File: src/rtl/muldiv_pkg.sv
// rtl/muldiv_pkg.sv - op encodings, FSM states and defaults for the HI/LO multiply/divide unit
package muldiv_pkg;

   localparam int DEFAULT_WIDTH = 32;

   localparam logic [1:0] OP_MULTU = 2'b00;
   localparam logic [1:0] OP_DIVU  = 2'b01;

   typedef enum logic [1:0] {
      IDLE = 2'b00,
      MUL  = 2'b01,
      DIV  = 2'b10,
      FIN  = 2'b11
   } state_t;

   typedef enum logic {
      MODE_MUL = 1'b0,
      MODE_DIV = 1'b1
   } mode_t;

endpackage

File: src/rtl/muldiv_step.sv
// rtl/muldiv_step.sv - one combinational shift-add multiply or restoring divide iteration
module muldiv_step
   import muldiv_pkg::*;
#(
   parameter int WIDTH = DEFAULT_WIDTH
) (
   input  logic             mode,
   input  logic [WIDTH:0]   acc,
   input  logic [WIDTH-1:0] shreg,
   input  logic [WIDTH-1:0] b,
   output logic [WIDTH:0]   acc_nxt,
   output logic [WIDTH-1:0] shreg_nxt
);

   logic [WIDTH-1:0] addend;
   logic [WIDTH:0]   sum;
   logic [WIDTH+1:0] trial;

   // Divide keeps the partial remainder in acc; the borrow out of trial decides the quotient bit.
   always_comb begin
      addend    = shreg[0] ? b : '0;
      sum       = {1'b0, acc[WIDTH-1:0]} + {1'b0, addend};
      trial     = {acc, shreg[WIDTH-1]} - {2'b00, b};
      acc_nxt   = {1'b0, sum[WIDTH:1]};
      shreg_nxt = {sum[0], shreg[WIDTH-1:1]};
      if (mode == MODE_DIV) begin
         if (!trial[WIDTH+1]) begin
            acc_nxt   = trial[WIDTH:0];
            shreg_nxt = {shreg[WIDTH-2:0], 1'b1};
         end else begin
            acc_nxt   = {acc[WIDTH-1:0], shreg[WIDTH-1]};
            shreg_nxt = {shreg[WIDTH-2:0], 1'b0};
         end
      end
   end

endmodule

File: src/rtl/muldiv_sequencer.sv
// rtl/muldiv_sequencer.sv - iterative MULTU/DIVU sequencer with HI/LO commit and pipeline stall
module muldiv_sequencer
   import muldiv_pkg::*;
#(
   parameter int WIDTH = DEFAULT_WIDTH
) (
   input  logic             clk,
   input  logic             rst,
   input  logic             start,
   input  logic [1:0]       op,
   input  logic [WIDTH-1:0] a,
   input  logic [WIDTH-1:0] b,
   input  logic             rd_req,
   input  logic             flush,
   output logic [WIDTH-1:0] hi,
   output logic [WIDTH-1:0] lo,
   output logic             busy,
   output logic             done,
   output logic             stall
);

   localparam int CW = $clog2(WIDTH);

   state_t           state, state_nxt;
   logic [CW-1:0]    cnt;
   logic [WIDTH:0]   acc, acc_nxt;
   logic [WIDTH-1:0] shreg, shreg_nxt, bsh;
   logic             accept, commit, mode;

   assign busy  = (state == MUL) || (state == DIV);
   assign done  = (state == FIN);
   assign stall = busy & (start | rd_req);
   assign mode  = (state == DIV) ? MODE_DIV : MODE_MUL;

   muldiv_step #(.WIDTH(WIDTH)) u_step (
      .mode      (mode),
      .acc       (acc),
      .shreg     (shreg),
      .b         (bsh),
      .acc_nxt   (acc_nxt),
      .shreg_nxt (shreg_nxt)
   );

   always_comb begin
      state_nxt = state;
      accept    = 1'b0;
      commit    = 1'b0;
      case (state)
         IDLE, FIN: begin
            state_nxt = IDLE;
            if (start && !flush) begin
               if (op == OP_MULTU) begin
                  state_nxt = MUL;
                  accept    = 1'b1;
               end else if (op == OP_DIVU) begin
                  state_nxt = DIV;
                  accept    = 1'b1;
               end
            end
         end
         MUL, DIV: begin
            if (flush) begin
               state_nxt = IDLE;
            end else if (cnt == CW'(WIDTH - 1)) begin
               state_nxt = FIN;
               commit    = 1'b1;
            end
         end
         default: state_nxt = IDLE;
      endcase
   end

   // hi/lo are written only from the final step, so partial work never leaks architecturally.
   always_ff @(posedge clk) begin
      if (rst) begin
         state <= IDLE;
         cnt   <= '0;
         acc   <= '0;
         shreg <= '0;
         bsh   <= '0;
         hi    <= '0;
         lo    <= '0;
      end else begin
         state <= state_nxt;
         if (accept) begin
            acc   <= '0;
            shreg <= a;
            bsh   <= b;
            cnt   <= '0;
         end else if (busy && !flush) begin
            acc   <= acc_nxt;
            shreg <= shreg_nxt;
            cnt   <= cnt + 1'b1;
         end
         if (commit) begin
            hi <= acc_nxt[WIDTH-1:0];
            lo <= shreg_nxt;
         end
      end
   end

endmodule
File: config.mk
export PLATFORM = sky130hd
export DESIGN_NAME = muldiv_sequencer
export DESIGN_NICKNAME = d
export VERILOG_FILES = /design/src/rtl/muldiv_pkg.sv /design/src/rtl/muldiv_step.sv /design/src/rtl/muldiv_sequencer.sv
export SDC_FILE = /design/constraint.sdc
export NUM_CORES = 1
export LEC_CHECK = 0
export BUFFER_PORTS_ARGS = -buffer_cell sky130_fd_sc_hd__clkbuf_2
export CELL_PAD_IN_SITES_DETAIL_PLACEMENT = 1
export CELL_PAD_IN_SITES_GLOBAL_PLACEMENT = 2
export CORE_UTILIZATION = 35
export DETAILED_ROUTE_END_ITERATION = 10
export MAX_ROUTING_LAYER = met4
export PLACE_DENSITY = 0.89
export SYNTH_ARGS = -nofsm -noshare
export SYNTH_HDL_FRONTEND = slang
export SYNTH_SLANG_ARGS = --single-unit
File: constraint.sdc
create_clock -name clk -period 8.9 [get_ports clk]
set_input_delay 0.89 -clock clk [delete_from_list [all_inputs] [get_ports clk]]
set_output_delay 0.89 -clock clk [all_outputs]
set_load 0.01 [all_outputs]
==> tab_implementation.tex <==
\begin{tabular}{lr}
\hline
Metric & Value \\
\hline
\multicolumn{2}{l}{\textbf{Status}} \\
Outcome & complete, no violations \\
\multicolumn{2}{l}{\textbf{STA}} \\
Setup clock skew after layout & around 0.018 ns \\
Accumulated negative setup slack & 0 ns \\
Minimum period implied by the final worst setup slack & about 4.3 ns \\
Maximum clock frequency & approximately 230 MHz \\
Number of failing setup endpoints in the final timing report & 0 \\
Final Hold Fails & 0 \\
Final-report max-slew violation count & 0 \\
Transition at the pin with the smallest max-transition slack & 1.13 ns \\
RSZ-0062 raised after global routing & false \\
Remaining max-slew budget at the tightest pin & 24.5\% \\
Post-route clock period utilization & a little under 50\% \\
\multicolumn{2}{l}{\textbf{Global route}} \\
Met3 track demand over resource & just over 4\% \\
Met1 Usage GRT & 33.5\% \\
Number of antenna violations at the first check in global routing & 1 \\
Global-route usage over all layers & 25.9\% \\
Number of global-route vias before repair & 11,100 \\
Most utilized layer in the global route result & met2 \\
Global-route congestion overflow total & 0 \\
Maximum number of pins on one net before global-route repair & 104 \\
Met2 usage in global routing & a little over 40\% \\
First-pass GRT wire length & $\sim$62,000 um \\
\multicolumn{2}{l}{\textbf{Power}} \\
P\_sw & 0.590 mW \\
Internal Power & between 1 and 1.5 mW \\
Combinational group share of total power & 17.7\% \\
Power Density & around 150 nW/um\^{}2 \\
Clock Power Share & 42.0\% \\
Sequential group share of total power & 40.4\% \\
Switching portion of total power & a little over 30\% \\
Cell leakage power & 5.11 nW \\
Total power after layout & 1.92 mW \\
Peak supply drop & around 140 uV \\
\multicolumn{2}{l}{\textbf{Clocking}} \\
Sinks on the clock net & about 170 \\
Worst-Skew Late Latency & 0.45 ns \\
Clock root buffer & sky130\_fd\_sc\_hd\_\_clkbuf\_16 \\
Number of H-tree levels & 4 \\
Hold\_buf cts & 0 \\
Clock slew at the register clock pins of the worst setup and hold paths & 0.08 ns \\
\# resized after CTS & 0 \\
Clock buffers created by TritonCTS & 17 \\
TritonCTS clock tree & yes \\
Post CTS Setup Buffer Count & 0 \\
Buffers from clock root to sink, at most & 2 \\
\multicolumn{2}{l}{\textbf{Synth}} \\
Most used standard cell by instance count after synthesis & sky130\_fd\_sc\_hd\_\_dfxtp\_1 \\
Post-synth top cells & sky130\_fd\_sc\_hd\_\_dfxtp\_1, sky130\_fd\_sc\_hd\_\_nor2\_1, sky130\_fd\_sc\_hd\_\_nand2\_1 \\
Number of enable flip-flop cells after synthesis & 0 \\
Flops \& latches, synth & 168 \\
Register area share after synthesis & a little under a third \\
Synthesized area per cell & 7.80 sq um \\
Ranking of synthesized cells by area & sky130\_fd\_sc\_hd\_\_dfxtp\_1, sky130\_fd\_sc\_hd\_\_ha\_1, sky130\_fd\_sc\_hd\_\_nor2\_1 \\
Synth Area in XOR/XNOR & 4.16\% \\
Synthesis Warnings & 0 \\
Share of the synthesized area in the top cell type & 30.7\% \\
Library cells used by synthesis & 85 \\
Post-synthesis compound-gate area fraction & 28.4\% \\
Adder-cell share of the synthesized area & 8.13\% \\
Predominant post-synthesis flop cell & sky130\_fd\_sc\_hd\_\_dfxtp\_1 \\
Simple logic cell fraction of the synthesized area & 19.9\% \\
Portion of netlist area occupied by mux cells & between 3 and 4\% \\
Combinational family with the most area after synthesis & compound AO/OA/AOI/OAI gates \\
Area leader, netlist & sky130\_fd\_sc\_hd\_\_dfxtp\_1 \\
Synthesized netlist cell count & about 1,400 \\
Net count after synthesis & 1,545 \\
Post-Syn Area & 11,000 sq um \\
Share of flip-flops with an asynchronous set or reset after synthesis & 0\% \\
\multicolumn{2}{l}{\textbf{Placed design}} \\
Gp weighted congestion & 0.921 \\
Area after detailed placement & $\sim$12,000 sq um \\
Detailed-placement wirelength estimate & 27,500 um \\
Number of cells after detailed placement & 1,857 \\
Number of buffers added on ports & between 100 and 150 \\
\multicolumn{2}{l}{\textbf{Critical path}} \\
Reg2Reg Launch Point & bsh[1] \\
Setup slack, reg-to-reg & 4.56 ns \\
First element of the critical path & bsh[1] \\
Endpoint of the worst register-to-register path & hi[4] \\
Ordered cell list for the critical path & inv\_1 -> ha\_1 -> nor2b\_2 -> o2111ai\_1 -> a21boi\_2 -> o41ai\_4 -> o31ai\_4 -> a21oi\_4 -> a21oi\_2 -> buf\_4 -> nand2\_2 -> a311oi\_1 -> a211oi\_1 \\
Element type at the critical path end & flop \\
Register-to-Register Path Depth & 13 \\
Arrival time at the worst endpoint & between 4 and 5 ns \\
Startpoint types & flop \\
Worst Path Class, Setup & flop to flop \\
CP max stage cell & sky130\_fd\_sc\_hd\_\_a21oi\_2 \\
Maximum fanout count along the critical path & 16 \\
Delay of the slowest cell on the worst path & 0.85 ns \\
Required @ worst endpoint & 9.18 ns \\
\multicolumn{2}{l}{\textbf{Die}} \\
Initial core utilization & a little over a third \\
Total I/O pin count & around 140 \\
Std-Cell Core Area & between 30,000 and 40,000 sq um \\
Die Wd & 179 um \\
Die ar. & 32,000 sq um \\
Count of standard-cell rows & between 60 and 70 \\
Vert. Die Dim & about 180 um \\
\multicolumn{2}{l}{\textbf{Hold path}} \\
Min-Delay Path Class & flop to flop \\
Worst min-delay path startpoint & bsh[3] \\
Cell count of the worst hold path & 2 \\
Hold worst-path end & bsh[3] \\
\multicolumn{2}{l}{\textbf{Detailed routing}} \\
Initial DRC count & slightly below 600 \\
First-pass iteration count of the detailed router & 5 \\
Via Count & 11,100 \\
Remaining antenna violation count & 0 \\
DR DRC count & 0 \\
Average wire length per cell after detail routing & $\sim$21 um \\
Wirelength, routed & 39,500 um \\
Vias per cell & around 6 \\
\multicolumn{2}{l}{\textbf{Finish}} \\
Ratio of cells with drive above 1 in the final layout & 14.9\% \\
Storage cell area & 3360 sq um \\
Multi-input combinational cell area & just over 7000 sq um \\
Synth-to-layout area growth & 14.3\% \\
Number of nets at the end of the flow & approximately 1,600 \\
Final non-filler cell area & around 13,000 sq um \\
Final cell count without fillers & between 1,500 and 2,000 \\
Finished Core Util & between 40 and 50\% \\
Count of filler cells inserted in the layout & 3,772 \\
\multicolumn{2}{l}{\textbf{Job}} \\
Max-cap violations & 0 \\
\hline
\end{tabular}
[kinds of logic after synthesis]
| group | Yosys count |
|---|---|
| muxes | 37 |
| buffers and inverters | 147 |
| AOI/OAI and AO/OA | 455 |
| DFF | 168 |
| and+or+nand+nor | 475 |
| xor gates and xnor gates | 52 |
| adders and majority gates | 70 |
[worst max path at each step]
stage,to,cells past startpoint
after floorplan,hi[30],12
after global placement,hi[4],13
after detailed placement,hi[4],13
after CTS,hi[4],13
after global routing,hi[4],13
final,hi[4],13
[through the flow]
step | setup WS, ns | hold WS, ns
after global routing | 4.33 | 0.496
final | 4.56 | 0.474
after detailed placement | 4.69 | 0.462
after CTS | 4.66 | 0.473
after floorplan | 5.77 | 0.441
after global placement | 4.74 | 0.446
[placed cells by master (no fill, tap or decap), types with 30 or more instances in the layout]
| cell type | synthesis | final |
|---|---|---|
| sky130_fd_sc_hd__xnor2_1 | 30 | 30 |
| sky130_fd_sc_hd__a21o_1 | 36 | 36 |
| sky130_fd_sc_hd__mux2i_1 | 36 | 36 |
| sky130_fd_sc_hd__nand3_1 | 48 | 48 |
| sky130_fd_sc_hd__and2_1 | 35 | 35 |
| sky130_fd_sc_hd__nand2_1 | 133 | 133 |
| sky130_fd_sc_hd__ha_1 | 68 | 67 |
| sky130_fd_sc_hd__nor2_1 | 161 | 158 |
| sky130_fd_sc_hd__dfxtp_1 | 168 | 168 |
| sky130_fd_sc_hd__clkbuf_2 | 0 | 136 |
| sky130_fd_sc_hd__a221oi_1 | 32 | 32 |
| sky130_fd_sc_hd__inv_1 | 51 | 51 |
| sky130_fd_sc_hd__a211oi_1 | 51 | 51 |
| sky130_fd_sc_hd__o21ai_0 | 68 | 68 |
| sky130_fd_sc_hd__a21oi_1 | 120 | 119 |
[metal layers]
layer | up-vias | wire length (um)
met2 | 284 | 18500
met5 | - | 0
met1 | 5517 | 18200
met3 | 72 | 1860
li1 | 5263 | -
met4 | 0 | 998
[area by class of cell]
cell class                 count  area share (%)
antenna                        1          0.0200
clock buffer                  20            3.73
clock inverter                12            1.19
inverter                      52            1.56
multi-input combinational   1089            56.3
sequential                   168            26.9
tap                          396            3.96
timing repair buffer         152            6.40
[sequential cells by signal (all words and copies together), names as in the netlist]
register	flops
hi	32
bsh	32
shreg	32
state	2
acc	33
cnt	5
lo	32
[critical path: cells and delay by family, from the launching register on]
family                   cells  cell delay [ns]
adder cells (fa/ha/maj)      1             0.26
AND/OR/NAND/NOR              2             0.44
buffers and inverters        2             0.46
AO/OA/AOI/OAI                8             2.58
flip-flops                   1             0.42
[power groups by stage]
stage               Combinational [mW]  Sequential (mW)  Clock (mW)
finish                           0.339            0.775       0.806
global route                     0.366            0.776       0.850
CTS                              0.335            0.774       0.819
detailed placement               0.332            0.792           0
global placement                 0.328            0.792           0
floorplan                        0.232            0.787           0
(Power assumes the default switching activity.)
